<file path="config.mk">
export PLATFORM = sky130hd
export DESIGN_NAME = stream_src
export DESIGN_NICKNAME = d
export VERILOG_FILES = /design/src/rtl/stream_src_pkg.sv /design/src/rtl/stream_src_lane.sv /design/src/rtl/stream_src.sv
export SDC_FILE = /design/constraint.sdc
export NUM_CORES = 1
export LEC_CHECK = 0
export BUFFER_PORTS_ARGS = -buffer_cell sky130_fd_sc_hd__buf_4
export CAP_MARGIN = 5
export CORE_MARGIN = 3
export CORE_UTILIZATION = 59
export DETAILED_ROUTE_END_ITERATION = 6
export GPL_TIMING_DRIVEN = 0
export PLACE_DENSITY = 0.89
export SYNTH_ARGS = -nofsm -noshare
export SYNTH_HDL_FRONTEND = slang
export SYNTH_HIERARCHICAL = 1
export SYNTH_SLANG_ARGS = --single-unit
</file>
<file path="constraint.sdc">
create_clock -name ap_clk -period 6 [get_ports ap_clk]
set_clock_uncertainty 0.1 [all_clocks]
set_input_delay 0.6 -clock ap_clk [delete_from_list [all_inputs] [get_ports ap_clk]]
set_output_delay 0.6 -clock ap_clk [all_outputs]
set_load 0.1 [all_outputs]
</file>
<file path="src/rtl/stream_src_pkg.sv">
// Shared types and constants for the stream_src test-pattern generator.
// Holds the FSM state encoding and the LFSR step used by every lane.
package stream_src_pkg;

  typedef enum logic [2:0] {
    S_IDLE,
    S_LOAD,
    S_START,
    S_RUN,
    S_FIN
  } state_t;

  localparam logic [31:0] LFSR_TAPS      = 32'h8020_0003;
  localparam logic [31:0] LFSR_SEED_BASE = 32'hACE1_0000;

  // Right-shifting Galois form: bit 0 falling out feeds the tap mask back in.
  function automatic logic [31:0] lfsr_step(input logic [31:0] s);
    return (s >> 1) ^ (s[0] ? LFSR_TAPS : 32'h0);
  endfunction

endpackage

</file>
<file path="src/rtl/stream_src_lane.sv">
// One ap_fifo-style read lane: presents a generated word stream of
// WORDS_PER_EXE words per execution, restarted by a one-cycle load.
module stream_src_lane
  import stream_src_pkg::*;
#(
  parameter int LANE_ID       = 0,
  parameter int DATA_W        = 32,
  parameter int WORDS_PER_EXE = 1024,
  parameter int PATTERN       = 0
) (
  input  logic              clk,
  input  logic              rst_n,
  input  logic              load,
  input  logic [5:0]        exe_cnt,
  input  logic              read,
  output logic [DATA_W-1:0] dout,
  output logic              empty_n,
  output logic              underrun_err
);

  localparam logic [31:0] SEED = LFSR_SEED_BASE + 32'(LANE_ID);
  localparam logic [15:0] LAST = 16'(WORDS_PER_EXE - 1);

  function automatic logic [DATA_W-1:0] make_word(input logic [5:0]  exe,
                                                  input logic [15:0] idx,
                                                  input logic [31:0] lfsr);
    logic [31:0] raw;
    if (PATTERN == 1) raw = lfsr;
    else              raw = {8'(LANE_ID), 2'b00, exe, idx};
    return DATA_W'(raw);
  endfunction

  logic [15:0]       idx_q, idx_d, idx_nxt;
  logic [31:0]       lfsr_q, lfsr_d, lfsr_nxt;
  logic [5:0]        exe_q, exe_d;
  logic [DATA_W-1:0] dout_q, dout_d;
  logic              empty_n_q, empty_n_d;
  logic              underrun_q, underrun_d;
  logic              pop;

  // The next word is prepared at pop time so dout is always a registered value.
  always_comb begin
    idx_d      = idx_q;
    lfsr_d     = lfsr_q;
    exe_d      = exe_q;
    dout_d     = dout_q;
    empty_n_d  = empty_n_q;
    underrun_d = underrun_q | (read & ~empty_n_q);
    pop        = read & empty_n_q;
    idx_nxt    = idx_q + 16'd1;
    lfsr_nxt   = lfsr_step(lfsr_q);
    if (load) begin
      idx_d     = 16'd0;
      lfsr_d    = SEED;
      exe_d     = exe_cnt;
      empty_n_d = 1'b1;
      dout_d    = make_word(exe_cnt, 16'd0, SEED);
    end else if (pop) begin
      idx_d     = idx_nxt;
      lfsr_d    = lfsr_nxt;
      empty_n_d = (idx_q != LAST);
      dout_d    = make_word(exe_q, idx_nxt, lfsr_nxt);
    end
  end

  always_ff @(posedge clk or negedge rst_n) begin
    if (!rst_n) begin
      idx_q      <= '0;
      lfsr_q     <= '0;
      exe_q      <= '0;
      dout_q     <= '0;
      empty_n_q  <= 1'b0;
      underrun_q <= 1'b0;
    end else begin
      idx_q      <= idx_d;
      lfsr_q     <= lfsr_d;
      exe_q      <= exe_d;
      dout_q     <= dout_d;
      empty_n_q  <= empty_n_d;
      underrun_q <= underrun_d;
    end
  end

  assign dout         = dout_q;
  assign empty_n      = empty_n_q;
  assign underrun_err = underrun_q;

endmodule

</file>
<file path="src/rtl/stream_src.sv">
// Drives an HLS kernel's ap_ctrl handshake for NUM_EXE executions and feeds
// its N_LANES ap_fifo inputs with counter or LFSR test words.
module stream_src
  import stream_src_pkg::*;
#(
  parameter int N_LANES       = 4,
  parameter int DATA_W        = 32,
  parameter int WORDS_PER_EXE = 1024,
  parameter int NUM_EXE       = 2,
  parameter int PATTERN       = 0
) (
  input  logic                      ap_clk,
  input  logic                      ap_rst_n,
  input  logic                      en,
  output logic                      ap_start,
  input  logic                      ap_ready,
  input  logic                      ap_done,
  output logic [N_LANES*DATA_W-1:0] D_in_dout,
  output logic [N_LANES-1:0]        D_in_empty_n,
  input  logic [N_LANES-1:0]        D_in_read,
  output logic [5:0]                exe_cnt,
  output logic                      all_done,
  output logic [N_LANES-1:0]        underrun_err
);

  localparam logic [5:0] LAST_EXE = 6'(NUM_EXE);

  state_t     state_q, state_d;
  logic       ap_start_q, ap_start_d;
  logic [5:0] exe_cnt_q, exe_cnt_d;
  logic       all_done_q, all_done_d;
  logic       finish_exe;
  logic       load;

  // A done seen together with ready in START closes the execution immediately.
  always_comb begin
    state_d    = state_q;
    exe_cnt_d  = exe_cnt_q;
    all_done_d = all_done_q;
    finish_exe = 1'b0;
    case (state_q)
      S_IDLE:  if (en && (exe_cnt_q < LAST_EXE)) state_d = S_LOAD;
      S_LOAD:  state_d = S_START;
      S_START: if (ap_ready) begin
                 state_d    = S_RUN;
                 finish_exe = ap_done;
               end
      S_RUN:   finish_exe = ap_done;
      S_FIN:   state_d = S_FIN;
      default: state_d = S_IDLE;
    endcase
    if (finish_exe) begin
      exe_cnt_d = exe_cnt_q + 6'd1;
      if (exe_cnt_q + 6'd1 == LAST_EXE) begin
        state_d    = S_FIN;
        all_done_d = 1'b1;
      end else if (en) begin
        state_d = S_LOAD;
      end else begin
        state_d = S_IDLE;
      end
    end
    ap_start_d = (state_d == S_START);
  end

  always_ff @(posedge ap_clk or negedge ap_rst_n) begin
    if (!ap_rst_n) begin
      state_q    <= S_IDLE;
      ap_start_q <= 1'b0;
      exe_cnt_q  <= '0;
      all_done_q <= 1'b0;
    end else begin
      state_q    <= state_d;
      ap_start_q <= ap_start_d;
      exe_cnt_q  <= exe_cnt_d;
      all_done_q <= all_done_d;
    end
  end

  assign load     = (state_q == S_LOAD);
  assign ap_start = ap_start_q;
  assign exe_cnt  = exe_cnt_q;
  assign all_done = all_done_q;

  for (genvar k = 0; k < N_LANES; k++) begin : g_lane
    stream_src_lane #(
      .LANE_ID      (k),
      .DATA_W       (DATA_W),
      .WORDS_PER_EXE(WORDS_PER_EXE),
      .PATTERN      (PATTERN)
    ) u_lane (
      .clk         (ap_clk),
      .rst_n       (ap_rst_n),
      .load        (load),
      .exe_cnt     (exe_cnt_q),
      .read        (D_in_read[k]),
      .dout        (D_in_dout[k*DATA_W +: DATA_W]),
      .empty_n     (D_in_empty_n[k]),
      .underrun_err(underrun_err[k])
    );
  end

endmodule

</file>
==> results of run 1 <==
worst max-delay path by stage:
| stage | startpoint | slack, ps | to | depth (start not counted) |
|---|---|---|---|---|
| floorplan | g_lane[1].u_lane/idx_q[3] | 3610 | g_lane[1].u_lane/dout[15] | 4 |
| global placement | state_q[2] | 3510 | g_lane[0].u_lane/dout[20] | 5 |
| detailed placement | state_q[2] | 3400 | g_lane[2].u_lane/idx_q[4] | 5 |
| CTS | state_q[2] | 3320 | g_lane[2].u_lane/idx_q[4] | 5 |
| global route | state_q[2] | 3120 | g_lane[2].u_lane/idx_q[2] | 5 |
| finish | state_q[2] | 3250 | g_lane[0].u_lane/dout[20] | 5 |
state kept, by name, indices dropped and copies added (netlist names):
register and cells:
all_done 1, ap_start 1, exe_cnt 6, g_lane.u_lane/dout 31, g_lane.u_lane/empty_n 4, g_lane.u_lane/exe_q 24
g_lane.u_lane/idx_q 60, g_lane.u_lane/underrun_err 4, state_q 3
placed cells by master, fill, tap and decap left out, drive strengths merged, types with 2 or more instances in the layout:
cell / Yosys / routed
a31o: 2 / 2
nor2b: 7 / 7
nand2b: 5 / 5
nor3: 14 / 14
nand3: 27 / 27
xor2: 23 / 23
nand4: 24 / 24
mux2i: 2 / 2
inv: 14 / 16
clkbuf: 9 / 26
o21bai: 3 / 3
buf: 49 / 162
nor2: 60 / 60
bufinv: 0 / 4
clkinv: 0 / 8
or2: 4 / 4
xnor2: 23 / 23
and4: 10 / 10
or3: 5 / 5
mux2: 55 / 55
dfrtp: 134 / 134
nor4b: 6 / 6
or4: 6 / 6
and3: 3 / 3
o21ai: 6 / 6
o31ai: 6 / 6
a21o: 6 / 6
conb: 4 / 36
nand2: 30 / 30
a21oi: 21 / 21
nor4: 13 / 13
ha: 6 / 6
area by class of cell:
class | count | share of cell area
plain buffers | 58 | 0.0465
clock buffers | 17 | 0.0500
clock inverters | 15 | 0.0246
inverters | 14 | 0.00635
multi-input cells | 410 | 0.340
flip-flops and latches | 134 | 0.405
well taps | 136 | 0.0206
repair buffers | 114 | 0.107
critical path, cell delays in order, from the launching register on:
cell and delay [ps]:
sky130_fd_sc_hd__dfrtp_1 450, sky130_fd_sc_hd__nor3b_1 650, sky130_fd_sc_hd__buf_2 330, sky130_fd_sc_hd__buf_1 430, sky130_fd_sc_hd__mux2_2 410, sky130_fd_sc_hd__mux2_2 270
cells by family after synthesis:
| group | after synthesis | synth area share |
|---|---|---|
| flip-flops | 134 | 0.517 |
| adder cells (fa/ha/maj) | 6 | 0.0116 |
| multiplexers | 57 | 0.0991 |
| other | 4 | 0.00231 |
| AO/OA/AOI/OAI | 47 | 0.0453 |
| buffers and inverters | 72 | 0.0675 |
| XOR/XNOR | 46 | 0.0621 |
| AND/OR/NAND/NOR | 218 | 0.195 |
metrics by stage:
| stage | cell area [um2] | power [mW] | instances | util |
|---|---|---|---|---|
| global route | 8280 | 4.39 | 898 | 0.788 |
| CTS | 8280 | 4.25 | 898 | 0.788 |
| finish | 8280 | 4.24 | 898 | 0.788 |
| floorplan | 6610 | 2.73 | 616 | - |
| detailed placement | 7650 | 3.15 | 865 | 0.728 |
| global placement | 7620 | 3.09 | 864 | 0.725 |
where the power goes:
group / internal (mW) / leakage (nW) / switching (mW)
sequential: 1.10 / 1.75 / 0.199
clock: 0.678 / 0.302 / 0.399
combinational: 0.449 / 1.99 / 1.41
what timing repair did:
action / in CTS / in global routing
setup endpoints to repair: 0 / 0
hold buffers: 1 / 0
hold endpoints to repair: 54 / 0
metal layers:
metal	up-vias	GRT usage
li1	2314	-
met1	2496	0.291
met2	205	0.424
met3	34	0.0595
met4	0	0.113
met5	-	0
==> flow_results.org, run 1 <==
** Synth
- By area the synthesized netlist is led by sky130_fd_sc_hd__dfrtp_1 (52%), sky130_fd_sc_hd__mux2_2 (9.4%), sky130_fd_sc_hd__buf_4 (4.7%).
- Post-Syn Area per Cell :: 11.1 um2
- Most frequent cell after synthesis :: sky130_fd_sc_hd__dfrtp_1
- In this run, distinct cell masters in the synthesized netlist total 51.
- Yosys printed 6 warnings.
- Async SR Flop Fraction :: 1.00
- sky130_fd_sc_hd__dfrtp_1 takes more of the synthesized area than any other cell.
- In the synthesized netlist, the number of instances is 584.
- Summed instance area of the synthesized netlist :: 6490 um2
- Counting flops with a built-in enable in the synthesized netlist gives 0.
- Of the synthesized area, sequential elements account for 0.517.
- The synthesized design contains 134 register bits.
- In the synthesized netlist the dominant register cell turns out to be sky130_fd_sc_hd__dfrtp_1.
- Area share of the largest cell type after synthesis :: 0.517
- Ranked by instance count, the synthesized netlist is headed by sky130_fd_sc_hd__dfrtp_1 (134), sky130_fd_sc_hd__nor2_1 (60), sky130_fd_sc_hd__mux2_2 (54).

** Clock tree
- The clock reaches the later pin of the worst-skew pair after 510 ps.
- Buffers inserted during clock tree synthesis total 17.
- Root cell of the clock tree :: sky130_fd_sc_hd__clkbuf_8
- Number of cells upsized or downsized after cts :: 0
- The tree built by TritonCTS fans out to 134 sinks.
- Clock tree from TritonCTS :: built
- Clock-pin slew was measured on the worst setup and hold paths at 60 ps.
- Post-CTS Setup Repair Bufs :: 0
- H-Tree Depth :: 4
- The clock passes through at most 2 buffers.

** Critical path
- Path depth of the worst reg2reg path :: 5
- The startpoint identified for the worst register-to-register timing path is state_q[2].
- Slack of the worst reg-to-reg path :: 3250 ps
- STA classifies the critical path endpoint as a flop.
- The worst setup path is of the reg -> reg kind.
- Critical register-to-register path endpoint :: g_lane[0].u_lane/dout[20]
- At the worst endpoint, the arrival time is 3050 ps.
- STA classifies the critical path startpoint as a flop.
- Required time at the worst-slack endpoint :: 6290 ps
- Of all nets on the critical path, the largest fanout is 10.

** Global route
- The first global-routing pass estimated 24.7 mm of wire.
- For this run, the total global-route usage over all layers was measured as 0.246.
- Antenna violations before repair :: 0
- Largest net degree at the start of global routing :: 81
- The total overflow left after global routing is 0.
- Number of global-route vias before repair :: 5077

** Timing
- For the pin with the worst max-slew slack, the measured transition is 825 ps.
- Adding up every negative setup slack in the final design gives 0 ps.
- After layout, the worst setup slack is 3250 ps.
- Crit path time final :: 2750 ps
- Of the available clock period, the critical path in the final layout requires 0.459.
- Setup repair after global routing left no endpoint under its margin.
- Headroom to the max-slew limit came out at 0.450.
- Final hold slack :: 265 ps
- Top achievable clock speed :: 363 MHz
- The number of pins with negative max-slew slack in the final report is 0.
- Setup violations remaining at the end of the flow were counted as 0.
- Number of hold violations in the final report :: 0

** Drt
- Average detailed-routed wire length per instance :: 16.7 um
- Summing over every cut layer, the via total after detailed routing is 5049.
- The first detailed-routing pass took 5 iterations.
- Highest metal layer with signal wires :: met4
- For this block, the initial DRC count from the detailed router was 353.
- Wire segments on met2 add up to 7.70 mm in the final route.
- Number of nets still failing antenna checks after routing :: 0
- Count of unresolved DRC violations after routing :: 0
- Using the TritonRoute via totals, the vias-per-cell ratio works out to 5.62.
- DR WL met3 :: 923 um
- The routed design has 15.0 mm of wire.
- In the final routing, the length of wire on met1 measures 6.00 mm.

** Min path
- Endpoint of the worst hold-timing path :: g_lane[3].u_lane/underrun_err
- Number of cells on the worst hold path :: 2
- Hold WC Path Type :: in -> reg
- Source of the worst hold timing path :: D_in_read[3]

** Pwr
- Pwr dens :: 512 nW/um2
- VDD IR-drop max :: 0.000593 V
- Static leakage :: 4.04 nW

** Finish
- At the end of the flow, the number of nets in the layout was 764.
- Area grow syn2layout :: 27.6%
- The number of antenna diodes in the final layout is 0.
- Multi-input gate area in the final layout :: 2820 um2
- Number of fillers in the final layout :: 648
- Of the cells placed in the final design, the portion with a size suffix greater than 1 is 0.357.
- In the final layout, flip-flops and latches occupy 3350 um2.

** Place
- Timing analysis after detailed placement gives a worst setup slack of 3400 ps.
- Routability-driven placement finished with a final weighted congestion of 0.874.
- Total half-perimeter wirelength after legalization and detailed placement :: 10.3 mm
- The count of buffers added on input and output ports is 112.

** Die
- Horiz. Die Dim :: 111 um
- The die is 111 um tall.
- Die Area :: 12300 um2
- Row cnt :: 37
- In this run the count of I/O pins placed on the die edge is 153.
- The core region is 10500 um2.
- Initial Utilization :: 0.617

** Status
- Outcome :: finished, final reports clean

** Flow run
- Max-cap viol count :: 0
Power figures use the tool's default switching activity.
==> inputs of run 2 (changes only) <==
--- a/config.mk
+++ b/config.mk
@@ -8,10 +8,10 @@
 export BUFFER_PORTS_ARGS = -buffer_cell sky130_fd_sc_hd__buf_4
 export CAP_MARGIN = 5
 export CORE_MARGIN = 3
-export CORE_UTILIZATION = 59
+export CORE_UTILIZATION = 54
 export DETAILED_ROUTE_END_ITERATION = 6
 export GPL_TIMING_DRIVEN = 0
-export PLACE_DENSITY = 0.89
+export PLACE_DENSITY = 0.82
 export SYNTH_ARGS = -nofsm -noshare
 export SYNTH_HDL_FRONTEND = slang
 export SYNTH_HIERARCHICAL = 1
==> constraint.sdc (replaced) <==
create_clock -name ap_clk -period 2.9 [get_ports ap_clk]
set_clock_uncertainty 0.1 [all_clocks]
set_input_delay 0.29 -clock ap_clk [delete_from_list [all_inputs] [get_ports ap_clk]]
set_output_delay 0.29 -clock ap_clk [all_outputs]
set_load 0.1 [all_outputs]
==> run 2 against run 1 <==
Net effect:
- flip-flop and latch count is the same
- critical path depth unchanged
- global-route usage decreased by 2.6 points
- routed wire length down 4.6%
- largest power group unchanged
- sequential share of layout area grew 0.10 points
- combinational power up 100%
- sequential power increased by 100%
- maximum frequency is 5.1% higher
- via count fell by 2.5%
- non-clock buffer count unchanged
- utilization fell by 7.4 points
==> flow_results.org, run 2 (same netlist as run 1, synthesis figures left out) <==
** Status
- The flow ran to the end, and the final reports show no timing, DRC or antenna violations.

** Die
- Horiz. Die Dim :: 116 um
- For this configuration, the core starts out at a cell density of 0.561.
- The die covers 13400 um2.
- In this run the core area contains 39 standard-cell rows.
- 153 I/O pins were placed.
- The die is 116 um tall.
- Standard cell core area :: 11600 um2

** Global route
- Overall track demand over capacity in global routing :: 0.220
- Overflow after GRT :: 0
- Antenna violations before repair :: 0
- The first global-routing pass estimated 23.3 mm of wire.
- The via count of the first global-routing pass is 4731.
- Entering global routing, the biggest net connects 106 pins.

** Pwr
- Static leakage :: 4.03 nW
- Of the total power, the share spent switching nets is 0.468.
- Summed over all nets, the switching power comes to 4.01 mW.
- The share of total power dissipated in combinational logic is 0.444.
- Of the total power, registers draw 0.311.
- Pwr dens :: 1040 nW/um2
- Proportion of power drawn by the clock network :: 0.245
- The internal power of the cells totals 4.56 mW.
- IR analysis of the VDD net gives a maximum drop of 0.00120 V.

** Critical path
- Critical Path AT :: 2810 ps
- R2R Path Start :: state_q[2]
- The worst setup path is captured at a flop.
- Path type of the worst setup path :: reg -> reg
- STA classifies the critical path startpoint as a flop.
- The most critical setup path has its startpoint at state_q[2].
- In this run the critical register-to-register path is captured at g_lane[0].u_lane/dout[20].
- Cell-by-cell trace of the critical path :: nor3b_1 > buf_2 > buf_1 > mux2_2 > mux2_2
- Data on the critical path is required at its endpoint by 3090 ps.
- Max FO, Critical Path :: 10
- Slack of the worst reg-to-reg path :: 280 ps
- Most common cell type on the critical path :: sky130_fd_sc_hd__mux2_2
- Critical Path Max Stage Delay :: 560 ps
- Critical path endpoint :: g_lane[0].u_lane/dout[20]
- On the critical path, the stage with the largest delay is an instance of sky130_fd_sc_hd__nor3b_1.
- Counting cells, the worst reg-to-reg path comes to 5.

** Timing
- Final sum of negative setup slack :: 0 ps
- Max_slew headroom :: 0.506
- Setup violations remaining at the end of the flow were counted as 0.
- Worst Max-Slew Pin Slew :: 741 ps
- The number of pins with negative max-slew slack in the final report came to 0.
- Timing would allow up to 382 MHz.
- Period utilization :: 0.903
- Setup repair after global routing missed its margin :: false
- The clock period could shrink to 2620 ps.
- The final-report hold violation count came to 0.

** Place
- Port buffering added 112 buffers.
- Routability-driven placement congestion ratio :: 0.841
- Post-Place Cells :: 872
- Detailed placement ended at an HPWL of 9.98 mm.

** Min path
- Hold WC Path Type :: in -> reg
- Number of cells on the worst hold path :: 2

** Clock tree
- H-Tree Depth :: 4
- Counting every sink on the clock net gives 134.
- Root cell of the clock tree :: sky130_fd_sc_hd__clkbuf_16
- In this run the deepest clock path goes through 2 buffers.
- TritonCTS built the clock tree.
- The later pin in the worst-skew pair is clocked with a latency of 410 ps.
- Clock-pin slew was measured on the worst setup and hold paths at 60 ps.
- Buffers inserted during clock tree synthesis total 17.

** Drt
- DR vias :: 4921
- Final routed wirelength across all metal layers :: 14.3 mm
- After detailed routing, the average wire length per cell comes to 15.8 um.
- Number of nets still failing antenna checks after routing :: 0
- In the routed design, unresolved DRC markers number 0.
- Vias per cell :: 5.44
- The first detailed-routing pass took 4 iterations.
- The first routing iteration left 314 violations.

** Finish
- Final cell count without fillers :: 905
- In the layout the commonest cells are sky130_fd_sc_hd__buf_4 (152), sky130_fd_sc_hd__dfrtp_1 (134), sky130_fd_sc_hd__nor2_1 (60).
- Number of fillers in the final layout :: 825
- Compared with the post-synthesis result, the final layout area differs by 27.3%.
- Flip-flop count of the largest register after layout :: 60
- The library cell used most frequently in the layout, excluding fill and tap cells, is sky130_fd_sc_hd__buf_4.
- g_lane.u_lane/idx_q holds more flip-flops than any other register.
- Of the cells placed in the final design, the portion with a size suffix greater than 1 is 0.353.
- Antenna Cells :: 0
- For this run, the post-layout net count is 764.

** Flow run
- Max-cap violations in this run came to 0.
==> run 2: changes by cell type in the layout (fill, tap and decap cells not counted), sizes merged <==
cell,previous run,this run
clkinv,8,5
bufinv,4,2
clkbuf,26,33
inv,16,14
==> run 2: through the flow <==
stage / setup WS, ps / total power [mW] / util / hold slack [ps] / area [um2]
6_report: 282 / 8.57 / 0.714 / 59.8 / 8260
5_1_grt: 45.5 / 8.93 / 0.714 / 54.7 / 8260
4_1_cts: 306 / 8.64 / 0.714 / 37.2 / 8260
3_5_place_dp: 314 / 6.50 / 0.662 / 85.0 / 7660
3_3_place_gp: 311 / 6.41 / 0.660 / 343 / 7630
2_1_floorplan: 507 / 5.66 / - / -106 / 6610
==> run 2: power by group through the flow <==
stage          clock network, mW  logic, mW  registers, mW
6_report                    2.10       3.80           2.66
5_1_grt                     2.22       3.98           2.72
4_1_cts                     2.15       3.82           2.67
3_5_place_dp                   0       3.81           2.69
3_3_place_gp                   0       3.74           2.67
2_1_floorplan                  0       1.18           4.48
==> run 2: worst min-delay path by stage <==
stage / start / end / slack, ps
3_5_place_dp: ap_rst_n / g_lane[3].u_lane/idx_q[10] / 80
3_3_place_gp: g_lane[2].u_lane/underrun_err / g_lane[2].u_lane/underrun_err / 340
2_1_floorplan: ap_rst_n / all_done / -110
4_1_cts: D_in_read[1] / g_lane[1].u_lane/underrun_err / 40
6_report: D_in_read[1] / g_lane[1].u_lane/underrun_err / 60
5_1_grt: D_in_read[1] / g_lane[1].u_lane/underrun_err / 50
==> run 2: area by class of cell <==
cell class,count,area [um2],share of cell area
clock inverter,8,96.3,0.0117
inverter,14,52.6,0.00636
buffer,58,385,0.0467
tap,143,179,0.0217
multi-input combinational,410,2820,0.341
sequential,134,3350,0.406
clock buffer,24,492,0.0595
timing repair buffer,114,882,0.107
==> run 2: per-layer routing <==
layer / GRT usage / share of wire / up-vias
met5: 0 / 0 / -
met4: 0.0889 / 0.022 / 0
met3: 0.0543 / 0.058 / 26
met2: 0.351 / 0.49 / 172
met1: 0.291 / 0.43 / 2412
li1: - / - / 2311
==> run 2: critical path: cells and delay by family (launching register included) <==
family	cells	cell delay [ps]
AND/OR/NAND/NOR	1	560
multiplexers	2	660
flip-flops	1	450
buffers and inverters	2	730
==> run 2: what timing repair did <==
action,in CTS,in global routing
buffers inserted,0,0
hold buffers,1,0
hold endpoints to repair,29,0
resized for setup,0,0
